[config.mk]
export PLATFORM = sky130hd
export DESIGN_NAME = instr_loader
export DESIGN_NICKNAME = d
export VERILOG_FILES = /design/src/rtl/instr_loader.sv
export SDC_FILE = /design/constraint.sdc
export NUM_CORES = 1
export LEC_CHECK = 0
export CORE_MARGIN = 1
export CORE_UTILIZATION = 45
export DETAILED_ROUTE_END_ITERATION = 8
export PLACE_DENSITY = 0.67
export SYNTH_ARGS = -nofsm -noshare
export SYNTH_HDL_FRONTEND = slang
export SYNTH_SLANG_ARGS = --single-unit
[constraint.sdc]
create_clock -name CLK -period 2.3 [get_ports CLK]
set_input_delay 0.23 -clock CLK [delete_from_list [all_inputs] [get_ports CLK]]
set_output_delay 0.23 -clock CLK [all_outputs]
set_load 0.02 [all_outputs]
[src/rtl/instr_loader.sv]
// Program loader: streams bytes into 32-bit words for instruction memory,
// holds the CPU in reset while loading and verifies a trailing XOR checksum.
module instr_loader #(
  parameter int ADDR_W = 8
) (
  input  logic              CLK,
  input  logic              RST,
  input  logic              START,
  input  logic [ADDR_W-1:0] LEN,
  input  logic [7:0]        DIN,
  input  logic              DIN_VLD,
  output logic              DIN_RDY,
  output logic              WE,
  output logic [ADDR_W-1:0] W_ADDR,
  output logic [31:0]       W_Ins,
  output logic              CPU_HOLD,
  output logic              BUSY,
  output logic              DONE,
  output logic              ERR
);

  typedef enum logic [2:0] {
    IDLE, RECV, WRITE, CHK, FIN
  } state_e;

  state_e            state_q, state_d;
  logic [ADDR_W-1:0] len_q, len_d;
  logic [ADDR_W-1:0] idx_q, idx_d;
  logic [1:0]        bcnt_q, bcnt_d;
  logic [7:0]        csum_q, csum_d;
  logic [23:0]       word_q, word_d;
  logic [ADDR_W-1:0] waddr_q, waddr_d;
  logic [31:0]       wins_q, wins_d;
  logic              err_q, err_d;
  logic              hs;

  assign DIN_RDY  = (state_q == RECV) || (state_q == CHK);
  assign BUSY     = DIN_RDY || (state_q == WRITE);
  assign CPU_HOLD = BUSY;
  assign WE       = (state_q == WRITE);
  assign DONE     = (state_q == FIN);
  assign ERR      = err_q;
  assign W_ADDR   = waddr_q;
  assign W_Ins    = wins_q;
  assign hs       = DIN_VLD && DIN_RDY;

  always_comb begin
    state_d = state_q;
    len_d   = len_q;
    idx_d   = idx_q;
    bcnt_d  = bcnt_q;
    csum_d  = csum_q;
    word_d  = word_q;
    waddr_d = waddr_q;
    wins_d  = wins_q;
    err_d   = err_q;
    case (state_q)
      IDLE, FIN: begin
        if (START) begin
          len_d   = LEN;
          idx_d   = '0;
          bcnt_d  = '0;
          csum_d  = '0;
          err_d   = 1'b0;
          state_d = RECV;
        end
      end
      RECV: begin
        if (hs) begin
          csum_d = csum_q ^ DIN;
          bcnt_d = bcnt_q + 2'd1;
          if (bcnt_q == 2'd3) begin
            // Output regs load here so they hold while the next word builds
            wins_d  = {DIN, word_q};
            waddr_d = idx_q;
            state_d = WRITE;
          end else begin
            word_d[{bcnt_q, 3'b000} +: 8] = DIN;
          end
        end
      end
      WRITE: begin
        if (idx_q == len_q) begin
          state_d = CHK;
        end else begin
          idx_d   = idx_q + 1'b1;
          state_d = RECV;
        end
      end
      CHK: begin
        if (hs) begin
          err_d   = (DIN != csum_q);
          state_d = FIN;
        end
      end
      default: state_d = IDLE;
    endcase
  end

  always_ff @(posedge CLK or negedge RST) begin
    if (!RST) begin
      state_q <= IDLE;
      len_q   <= '0;
      idx_q   <= '0;
      bcnt_q  <= '0;
      csum_q  <= '0;
      word_q  <= '0;
      waddr_q <= '0;
      wins_q  <= '0;
      err_q   <= 1'b0;
    end else begin
      state_q <= state_d;
      len_q   <= len_d;
      idx_q   <= idx_d;
      bcnt_q  <= bcnt_d;
      csum_q  <= csum_d;
      word_q  <= word_d;
      waddr_q <= waddr_d;
      wins_q  <= wins_d;
      err_q   <= err_d;
    end
  end

endmodule

==> results of run 1 <==
## repair_timing
action | in CTS | in global routing
gates resized for setup | 2 | 0
hold buffers | 1 | 0
hold endpoints to repair | 41 | 0
setup endpoints to repair | 1 | 0
## routing by layer
| layer | track usage | part of all wire |
|---|---|---|
| met1 | 0.275 | 0.49 |
| met4 | 0.0735 | 0.017 |
| met2 | 0.291 | 0.46 |
| met5 | 0 | 0 |
| met3 | 0.0383 | 0.037 |
## flip-flops by register name, indices dropped and copies added (netlist names), 2 cells and up
register and count:
csum_q 8, W_Ins 32, len_q 8, idx_q 8, state_q 3, W_ADDR 8, word_q 24, bcnt_q 2
## layout make-up
cell class	instances	area, sq um	share of cell area
clock inverter	6	83.8	0.0160
tap	108	135	0.0258
timing repair buffer	81	795	0.152
multi-input combinational	258	1600	0.305
sequential	94	2350	0.450
clock buffer	10	138	0.0263
inverter	35	131	0.0251
## cell families after synthesis
group / share of synthesized area
flops: 0.562
compound gates: 0.131
xor+xnor: 0.0251
simple gates: 0.145
mux: 0.0619
buf+inv: 0.0574
fa+ha+maj: 0.0179
## cell usage after synthesis, drive strengths merged, types with 8 or more instances
library cell,number
dfrtp,94
o21ai,75
nand2,51
inv,35
nand3,29
mux2,23
xnor2,12
buf,10
nor2,10
a21oi,9
clkbuf,8
## metrics by stage
stage / hold slack [ns] / cells
6_report: 0.396 / 592
3_3_place_gp: 0.255 / 575
4_1_cts: 0.396 / 592
3_5_place_dp: 0.259 / 575
2_1_floorplan: -0.0656 / 405
5_1_grt: 0.424 / 592
## worst paths after layout
check,end,slack (ns),cells after the start,from
max in group asynchronous,W_ADDR[1],1.23,3,RST
hold reg to reg,W_Ins[17],0.48,2,W_Ins[17]
hold / removal,W_Ins[6],0.40,2,RST
min in group CLK,len_q[1],0.48,2,LEN[1]
setup reg to reg,word_q[8],0.40,5,state_q[2]
setup / recovery,DONE,0.27,4,state_q[1]
## power by group through the flow
stage          Combinational, mW  Clock, mW  Sequential, mW
3_5_place_dp                2.67          0            2.75
3_3_place_gp                2.61          0            2.73
5_1_grt                     2.91       1.32            2.79
6_report                    2.65       1.21            2.71
2_1_floorplan               1.37          0            2.99
4_1_cts                     2.68       1.24            2.72
## worst max-delay path, stage by stage (launching register included)
cell and delay, ns:
dfrtp_1 0.51, nor2_1 0.19, nand2_1 0.09, inv_1 0.07, clkdlybuf4s50_1 0.59
==> impl_metrics.csv, run 1 <==
group,metric,value,unit
run_status,status,"finished with violations",
run_status,violations,"design-rule violations",
global_route,grt.total_usage,0.192,
timing,rsz0062_at_grt,"false",
timing,max_slew_margin,0.618,
critical_path,arrival,1.80,ns
clock_tree,cts_root_buf,"clkbuf_8",
pwr,p_total,6.56,mW
flow_run,maxCapViolCount,0,
place,place_hpwl,6210,um
synth,yosysTopAreaCell,"dfrtp_1",
critical_path,crit_path_start_kind,"flip-flop",
global_route,grt_pass1_vias,2904,
worst_hold_path,hold_path_class,"primary input to asynchronous set/reset pin",
detailed_routing,wl_per_cell,14.6,um
detailed_routing,avgViaCountPerCell,5.24,
detailed_routing,drtPass1Iterations,9,
detailed_routing,route.vias.total,3105,
place,placed_area,0.00500,sq mm
pwr,p_leak,2.28,nW
critical_path,crit_path_max_fanout,13,
critical_path,cp.required,2.07,ns
synth,synth_fp_nets,431,
timing,fin_ws,0.270,ns
global_route,antenna_found_initial,0,
synth,ys_seq_area_frac,0.562,
finish,fillers,777,
floorplan,die_w,98.5,um
finish,final_core_util,0.591,
finish,drive_above_1_share,0.140,
timing,hold_viol_final,0,
synth,yosys_warnings,0,
floorplan,initial_core_util,0.473,
place,port_buffers,65,
clock_tree,cts_tree,"built",
critical_path,end_kind,"primary output",
clock_tree,cts.sinks,94,
clock_tree,htree_levels,3,
finish,final_common_cell,"dfrtp_1",
detailed_routing,dr.first_iter.drc_count,182,
synth,ys_ff_latch,94,
synth,syn_area,0.00419,sq mm
clock_tree,post_cts_buffers,0,
clock_tree,path_clk_slew,0.09,ns
synth,synthArstFlopShare,1.00,
floorplan,die_h,98.5,um
finish,final_nets,505,
synth,synth_top_cell_area_share,0.562,
synth,synth_ff_type,"dfrtp_1",
timing,post-route-period-util,0.883,
detailed_routing,drc,6,
floorplan,row_count,34,
synth,synth_edf_count,0,
pwr,peakVddDrop,690,uV
clock_tree,cts_buffer_depth,2,
finish,layout_common_cells,"94 x dfrtp_1, 68 x o21ai_0, 63 x clkdlybuf4s50_1",
timing,fmax,493,MHz
pwr,p_comb_frac,0.404,
synth,avgSynthCellArea,10.3,sq um
timing,slew_viol_final,0,
timing,clock_skew,0.00925,ns
place,place_congestion,0.851,
synth,ys_types,37,
clock_tree,cts-buffers-inserted,9,
pwr,seq_power_share,0.412,
floorplan,core,0.00885,sq mm
timing,post-route-min-period,2.03,ns
floorplan,io_pins,66,
floorplan,dieArea,0.00969,sq mm
global_route,grt_max_degree,65,
detailed_routing,routed_wirelength,8640,um
pwr,power_per_cell_area,1250,mW/mm^2
global_route,grt_pass1_wl,14600,um
finish,diodes,0,
timing,setup_viol,0,
pwr,p_switching,2.38,mW
clock_tree,clkLatencyLatePin,0.36,ns
detailed_routing,ant_nets,0,
pwr,clockPowerShare,0.184,
finish,area_growth,25.0,%
pwr,switching_share,0.363,
timing,tightest_slew,0.573,ns
timing,final.setup.tns,0,ns
finish,design_area,0.00523,sq mm
pwr,internal_power,4.18,mW
synth,synthTopCellsByArea,"dfrtp_1 56%, o21ai_0 8.1%, mux2_2 6.2%",
place,pre_cts_ws,0.181,ns
synth,synth_cells,405,
global_route,overflow,0,
critical_path,critPathKind,"flip-flop to primary output",
Power figures use the tool's default switching activity.
==> run 2, diff against run 1 <==
- SETUP_SLACK_MARGIN: default -> 0.05
==> results of run 2 <==
The final DEF is identical to that of run 1; final timing and power are the same.
==> run 3, diff against run 2 <==
- PLACE_DENSITY: 0.67 -> default
- PLACE_DENSITY_LB_ADDON: default -> 0.08
==> run 3 against run 2 <==
  * The run still ends with design-rule violations left
  * Clock skew increased by 0.0033 ns
  * Utilization decreased by 0.55 points
  * Sequential cell count unchanged
  * Critical endpoint unchanged
  * Largest cell class unchanged
  * Highest routed layer unchanged
==> impl_metrics.csv, run 3 (same netlist as run 1, synthesis figures left out) <==
group,metric,value,unit
timing,timing.hold.ws,0.306,ns
clock_tree,post_cts_buffers,0,
timing,final.setup.tns,0,ns
critical_path,end_kind,"primary output",
timing,slew_viol_final,0,
critical_path,crit_buf_inv,2,
worst_hold_path,hold_path_class,"primary input to asynchronous set/reset pin",
global_route,overflow,0,
critical_path,crit_path_max_fanout,13,
timing,hold_viol_final,0,
floorplan,initial_core_util,0.473,
floorplan,io_pins,66,
finish,largest_register_ffs,32,
timing,rsz0062_at_grt,"false",
detailed_routing,wl_per_cell,14.4,um
timing,max_slew_margin,0.638,
critical_path,critPathTopFamily,"buffers and inverters",
floorplan,die_w,98.5,um
clock_tree,cts.sinks,94,
finish,area_growth,23.8,%
critical_path,crit_path_start_kind,"flip-flop",
critical_path,critPathKind,"flip-flop to primary output",
run_status,violations,"design-rule violations",
clock_tree,cts_buffer_depth,2,
global_route,grt_busiest_layer,"met2",
finish,design_area,0.00518,sq mm
clock_tree,cts-buffers-inserted,9,
clock_tree,cts_root_buf,"clkbuf_8",
finish,final_common_cell,"dfrtp_1",
global_route,grt_util_met2,0.296,
detailed_routing,drc,5,
timing,setup_viol,0,
global_route,grt_pass1_vias,2898,
floorplan,dieArea,0.00969,sq mm
critical_path,crit_chain,"nor2_1 -> nand2_1 -> inv_1 -> clkdlybuf4s50_1",
global_route,groute.layer.met3.usage,0.0284,
place,port_buffers,65,
floorplan,row_count,34,
floorplan,core,0.00885,sq mm
critical_path,slowest_stage,"clkdlybuf4s50_1",
detailed_routing,avgViaCountPerCell,5.23,
timing,clock_skew,0.0126,ns
global_route,grt_pass1_wl,14400,um
finish,drive_above_1_share,0.139,
detailed_routing,route.vias.total,3092,
clock_tree,htree_levels,3,
timing,post-route-min-period,2.06,ns
run_status,status,"finished with violations",
place,place_hpwl,6000,um
global_route,use_met1,0.268,
finish,diodes,0,
critical_path,cp.required,2.07,ns
clock_tree,cts_tree,"built",
finish,layout_common_cells,"94 x dfrtp_1, 68 x o21ai_0, 63 x clkdlybuf4s50_1",
timing,fin_ws,0.244,ns
finish,fillers,790,
detailed_routing,dr.first_iter.drc_count,137,
pwr,peakVddDrop,533,uV
floorplan,die_h,98.5,um
timing,tightest_slew,0.540,ns
flow_run,maxCapViolCount,0,
place,placed_area,0.00498,sq mm
critical_path,reg2reg_slack,0.44,ns
timing,fmax,486,MHz
clock_tree,clkLatencyLatePin,0.37,ns
global_route,antenna_found_initial,0,
finish,final_nets,504,
timing,post-route-period-util,0.894,
detailed_routing,drtPass1Iterations,8,
place,place_congestion,0.809,
critical_path,arrival,1.83,ns
detailed_routing,ant_nets,0,
place,pre_cts_ws,0.240,ns
detailed_routing,routed_wirelength,8480,um
critical_path,max_stage_delay,0.59,ns
clock_tree,path_clk_slew,0.10,ns
global_route,grt_max_degree,42,
pwr,p_leak,2.24,nW
global_route,grt.total_usage,0.189,
pwr,power_per_cell_area,1240,mW/mm^2
-- run 3: layer usage --
layer / up-vias / share of wire
li1: 1524 / -
met1: 1470 / 0.48
met2: 83 / 0.45
met3: 15 / 0.045
met4: 0 / 0.017
met5: - / 0
-- run 3: what timing repair did --
item | in CTS | in global routing
hold endpoints to repair | 25 | 0
gates resized for setup | 2 | 0
endpoints found under the setup margin | 1 | 0
hold buffers | 1 | 0
-- run 3: final cells by class --
type                            count  area (sq um)  share of cell area
Inverter                           35           131              0.0254
Multi-Input combinational cell    258          1600               0.308
Sequential cell                    94          2350               0.454
Timing Repair Buffer               80           774               0.149
Tap cell                          108           135              0.0261
Clock inverter                      6          55.1              0.0106
Clock buffer                       10           138              0.0266
-- run 3: worst paths after layout --
check                           start          to  cells after the start
setup / recovery           state_q[1]        DONE                      4
max in group asynchronous         RST    idx_q[2]                      3
min in group CLK               LEN[1]    len_q[1]                      2
hold / removal                    RST    W_Ins[5]                      2
hold reg to reg              W_Ins[1]    W_Ins[1]                      2
setup reg to reg            bcnt_q[0]  word_q[13]                      5
-- run 3: where the power goes --
| group | internal, mW | switching, mW |
|---|---|---|
| registers | 2.29 | 0.417 |
| logic | 1.25 | 1.38 |
| clock network | 0.441 | 0.626 |
| total | 3.98 | 2.42 |
-- run 3: metrics by stage --
step / power [mW] / utilization / std cells
finish: 6.40 / 0.586 / 591
CTS: 6.47 / 0.586 / 591
global route: 6.86 / 0.586 / 591
global placement: 5.33 / 0.563 / 574
floorplan: 4.36 / - / 405
detailed placement: 5.40 / 0.563 / 574
